File: src/rtl/gp_dense_sequencer.sv
// gp_dense_sequencer: dense-layer MAC sequencer that owns the axisif buffer handshake
module gp_dense_sequencer #(
    parameter int DATA_WIDTH    = 32,
    parameter int IN_DATA_NUM   = 8,
    parameter int OUT_DATA_NUM  = 4,
    parameter int IN_ADR_WIDTH  = 3,
    parameter int OUT_ADR_WIDTH = 2,
    parameter int W_ADR_WIDTH   = 5,
    parameter int FRAC_BITS     = 0,
    parameter int RELU_EN       = 1
) (
    input  logic                     clk,
    input  logic                     rst,
    input  logic                     axisif_start,
    output logic                     axisif_done,
    output logic [IN_ADR_WIDTH-1:0]  axisif_bufferIn_adr,
    input  logic [DATA_WIDTH-1:0]    axisif_bufferIn_data,
    output logic [W_ADR_WIDTH-1:0]   w_adr,
    input  logic [DATA_WIDTH-1:0]    w_data,
    output logic [OUT_ADR_WIDTH-1:0] axisif_bufferOut_adr,
    output logic [DATA_WIDTH-1:0]    axisif_bufferOut_data,
    output logic                     axisif_bufferOut_wr
);
    localparam int ACC_W = 2 * DATA_WIDTH + IN_ADR_WIDTH;
    localparam logic signed [ACC_W-1:0] SAT_MAX = {{(ACC_W - DATA_WIDTH + 1){1'b0}}, {(DATA_WIDTH - 1){1'b1}}};
    localparam logic signed [ACC_W-1:0] SAT_MIN = {{(ACC_W - DATA_WIDTH + 1){1'b1}}, {(DATA_WIDTH - 1){1'b0}}};

    typedef enum logic [1:0] {IDLE, CLEAR, ACC, WRITE} state_t;

    state_t                         state, state_nx;
    logic                           start_q, done_q, trigger, last_in, last_out;
    logic [IN_ADR_WIDTH-1:0]        in_idx;
    logic [OUT_ADR_WIDTH-1:0]       out_idx;
    logic signed [2*DATA_WIDTH-1:0] a_ext, w_ext, prod;
    logic signed [ACC_W-1:0]        acc, shifted;
    logic [DATA_WIDTH-1:0]          sat, result;

    assign trigger  = axisif_start && !start_q && state == IDLE;
    assign last_in  = in_idx == IN_ADR_WIDTH'(IN_DATA_NUM - 1);
    assign last_out = out_idx == OUT_ADR_WIDTH'(OUT_DATA_NUM - 1);
    assign a_ext    = {{DATA_WIDTH{axisif_bufferIn_data[DATA_WIDTH-1]}}, axisif_bufferIn_data};
    assign w_ext    = {{DATA_WIDTH{w_data[DATA_WIDTH-1]}}, w_data};
    assign prod     = a_ext * w_ext;
    assign shifted  = acc >>> FRAC_BITS;
    assign sat      = shifted > SAT_MAX ? SAT_MAX[DATA_WIDTH-1:0] :
                      shifted < SAT_MIN ? SAT_MIN[DATA_WIDTH-1:0] : shifted[DATA_WIDTH-1:0];
    assign result   = (RELU_EN != 0 && sat[DATA_WIDTH-1]) ? '0 : sat;

    assign axisif_done           = done_q;
    assign axisif_bufferIn_adr   = in_idx;
    assign w_adr                 = W_ADR_WIDTH'(out_idx) * W_ADR_WIDTH'(IN_DATA_NUM) + W_ADR_WIDTH'(in_idx);
    assign axisif_bufferOut_adr  = out_idx;
    assign axisif_bufferOut_wr   = state == WRITE;
    assign axisif_bufferOut_data = axisif_bufferOut_wr ? result : '0;

    // state register
    always_ff @(posedge clk)
        state <= rst ? IDLE : state_nx;

    // next state: IDLE -> (CLEAR -> ACC x IN_DATA_NUM -> WRITE) x OUT_DATA_NUM -> IDLE
    always_comb begin
        state_nx = state;
        state_nx = state == IDLE  ? (trigger ? CLEAR : IDLE) :
                   state == CLEAR ? ACC :
                   state == ACC   ? (last_in ? WRITE : ACC) :
                                    (last_out ? IDLE : CLEAR);
    end

    // start edge history, counters, accumulator and done flag; in_idx parks on the last input
    always_ff @(posedge clk) begin
        if (rst) begin
            start_q <= 1'b1;
            done_q  <= 1'b1;
            acc     <= '0;
            in_idx  <= '0;
            out_idx <= '0;
        end else begin
            start_q <= axisif_start;
            if (trigger) begin
                out_idx <= '0;
                done_q  <= 1'b0;
            end
            if (state == CLEAR) begin
                acc    <= '0;
                in_idx <= '0;
            end
            if (state == ACC) begin
                acc <= acc + {{IN_ADR_WIDTH{prod[2*DATA_WIDTH-1]}}, prod};
                if (!last_in)
                    in_idx <= in_idx + IN_ADR_WIDTH'(1);
            end
            if (state == WRITE) begin
                if (last_out)
                    done_q <= 1'b1;
                else
                    out_idx <= out_idx + OUT_ADR_WIDTH'(1);
            end
        end
    end
endmodule
File: config.mk
export PLATFORM = sky130hd
export DESIGN_NAME = gp_dense_sequencer
export DESIGN_NICKNAME = d
export VERILOG_FILES = /design/src/rtl/gp_dense_sequencer.sv
export SDC_FILE = /design/constraint.sdc
export NUM_CORES = 2
export LEC_CHECK = 0
export ABC_AREA = 1
export CAP_MARGIN = 20
export CORE_MARGIN = 2
export CORE_UTILIZATION = 55
export CTS_BUF_LIST = sky130_fd_sc_hd__clkbuf_16
export DETAILED_ROUTE_END_ITERATION = 6
export PLACE_DENSITY = 0.8
export SYNTH_ARGS = -nofsm -noshare
export SYNTH_HDL_FRONTEND = slang
export SYNTH_SLANG_ARGS = --single-unit
File: constraint.sdc
create_clock -name clk -period 16.82 [get_ports clk]
set_input_delay 5.046 -clock clk [delete_from_list [all_inputs] [get_ports clk]]
set_output_delay 5.046 -clock clk [all_outputs]
set_load 0.02 [all_outputs]
==> results_dict.tcl <==
set metrics [dict create \
    ys_ff_latch 76 \
    critical-path-top-delay-family "adder cells" \
    io-pin-count 111 \
    cts.sink_count 76 \
    rows 105 \
    antenna_found_initial 4 \
    drt_iter0_drc 3290 \
    fp.dieArea_mm2 0.08544 \
    die_h_um 292.3 \
    critPathCaptureType "flop" \
    rsz0062_at_grt "false" \
    tightestPinTransition_ps 1156 \
    min_period_over_period_pct 91.95 \
    syn-cell-area_mm2 0.04572 \
    overflow 0 \
    finalHoldViolations 0 \
    finalSetupViolations 0 \
    cap_violations 0 \
    dieWidth_um 292.3 \
    core_mm2 0.08224 \
    grtUsageTotal_pct 31.47 \
    maxSlewViolCount 0 \
    synth_nets 7465 \
    h-tree-depth 3 \
    drt-wirelength-per-cell_um 18.27 \
    final_cell_mix "inv_1, nand2_1, fa_1" \
    grt_max_degree 73 \
    synth_flop_cell "dfxtp_1" \
    cts-root-buf "clkbuf_16" \
    arrival_ps 15680 \
    ys_types 60 \
    worstPathBufferInverterCount 7 \
    cts_tree "yes" \
    path_class "input pin to flop" \
    clkSlewWorstSetupHoldPaths_ps 70 \
    start_util_pct 55.59 \
    grt_pass1_vias 40550 \
    clock_latency_ps 370 \
    ff2ff_setup_slack_ps 13850 \
    viasPerCell 5.406 \
    crit_required_ps 17030 \
    path_max_fanout 12 \
    hold_buffers 0 \
    slew-limit-headroom_pct 22.66 \
    grt_pass1_wl_mm 213.0 \
    holdCritPathClass "flop to flop" \
    fmax_mhz 64.66 \
    place_congestion 1.021 \
    drt-pass1-iter-count 6 \
    seq_area_frac_synth_pct 3.328 \
    dp_hpwl_mm 113.1 \
    antenna_left 0 \
    cts_made_buffers 9 \
    finalSetupTns_ps 0 \
    post_cts.repair.setup_buffers 0 \
    drc 0 \
    synth_edf_count 0 \
    drt-total-wl_mm 129.9 \
    status "complete, no violations" \
    cts_max_path_buffers 2 \
    max_stage_delay_ps 1110 \
    place.port_buffers 109 \
    mostFrequentLayoutCell "inv_1" \
    vias 38450 \
    postSynthAreaPerCell_um2 7.549 \
    area_growth_pct 5.518 \
    crit_path_top_delay_cell "fa_1" \
    drive_above_1_share_pct 3.162 \
    layout_min_cycle_time_ps 15470 \
    startpoint_type "input pin" \
    yosysWarnings 0 \
    cts_resized 0 \
    synthCells 6056 \
    fin_worst_skew_ps 10.55 \
    async_flop_share_pct 0 \
    cp_common_cell "nand2_1" \
    final_nets 7444 \
]
==> layer usage <==
layer,part of all wire [%],routed length [µm],global-route usage (%),vias to the layer above
li1,-,-,-,17350
met2,50,64820,54.83,1592
met4,3.3,4277,9.356,6
met5,0.022,29,0,-
met1,40,51350,41.45,19200
met3,7.3,9456,3.665,304
==> flip-flops by register name, summed over array words and instances (netlist names) <==
register / flops
axisif_bufferIn_adr: 3
acc: 67
state: 2
axisif_done: 1
axisif_bufferOut_adr: 2
start_q: 1
==> final cells by class <==
type,count,area (µm²)
Sequential cell,76,1521
Tap cell,1070,1339
Clock inverter,7,52.55
Antenna cell,2,5.005
Fill cell,7428,34000
Clock buffer,9,225.2
Multi-Input combinational cell,4053,36950
Timing Repair Buffer,198,1777
Inverter,1697,6370
==> Yosys cell counts (5+ instances only) <==
cell	number	area, µm²
a21o_1	17	127.6
a21oi_1	282	1411
a21oi_2	5	43.79
a31oi_1	16	100.1
and3_1	6	37.54
buf_2	5	25.02
buf_4	6	45.04
clkbuf_1	219	822.0
dfxtp_1	76	1521
fa_1	1083	21680
ha_1	259	3241
inv_1	1691	6347
nand2_1	1614	6058
nand2_2	16	100.1
nand3_1	122	610.6
nand3_2	5	50.05
nand3b_1	17	127.6
nand4_1	19	118.9
nor2_1	274	1028
nor3_1	18	90.09
nor4_1	21	131.4
o21a_1	5	37.54
o21ai_0	103	515.5
o21ai_1	5	25.02
o21ai_2	7	61.31
o21bai_1	28	210.2
or2_2	25	156.4
xnor2_1	22	192.7
xor2_1	36	315.3
==> metrics by stage <==
step	instance area (µm²)	setup WS, ps	cells	hold WS (ps)	utilization [%]
3_5_place_dp	47900	1251	7092	479.2	58.25
2_1_floorplan	45720	3478	6056	462.4	-
5_1_grt	48230	854.5	7110	502.4	58.65
6_report	48240	1354	7112	489.1	58.65
4_1_cts	48180	1613	7108	489.7	58.58
3_3_place_gp	47900	1341	7092	472.3	58.25
==> cells by family (layout without fill, tap and decap cells) <==
logic type                 Yosys count  count (layout)  share of synthesized area (%)
buffers and inverters             1927            1911                          15.89
AOI/OAI and AO/OA                  497             497                          6.172
adders and majority gates         1342            1342                          54.51
and+or+nand+nor                   2155            2155                          18.98
xor gates and xnor gates            58              58                          1.111
DFF                                 76              76                          3.328
other                                1               3                       0.008203
==> final timing paths <==
path	from	end	depth (start not counted)
max	axisif_bufferIn_data[31]	acc[66]	37
min	acc[46]	acc[46]	2
max reg2reg	acc[0]	acc[60]	17
min reg2reg	acc[46]	acc[46]	2
==> tightest hold or removal path: stages (launching register included) <==
cell and delay [ps]:
dfxtp_1 320, nand2_1 60, a21oi_1 60
Power is not shown: default switching activity piles up to over one toggle a cycle in this logic, so the estimate is an artifact.
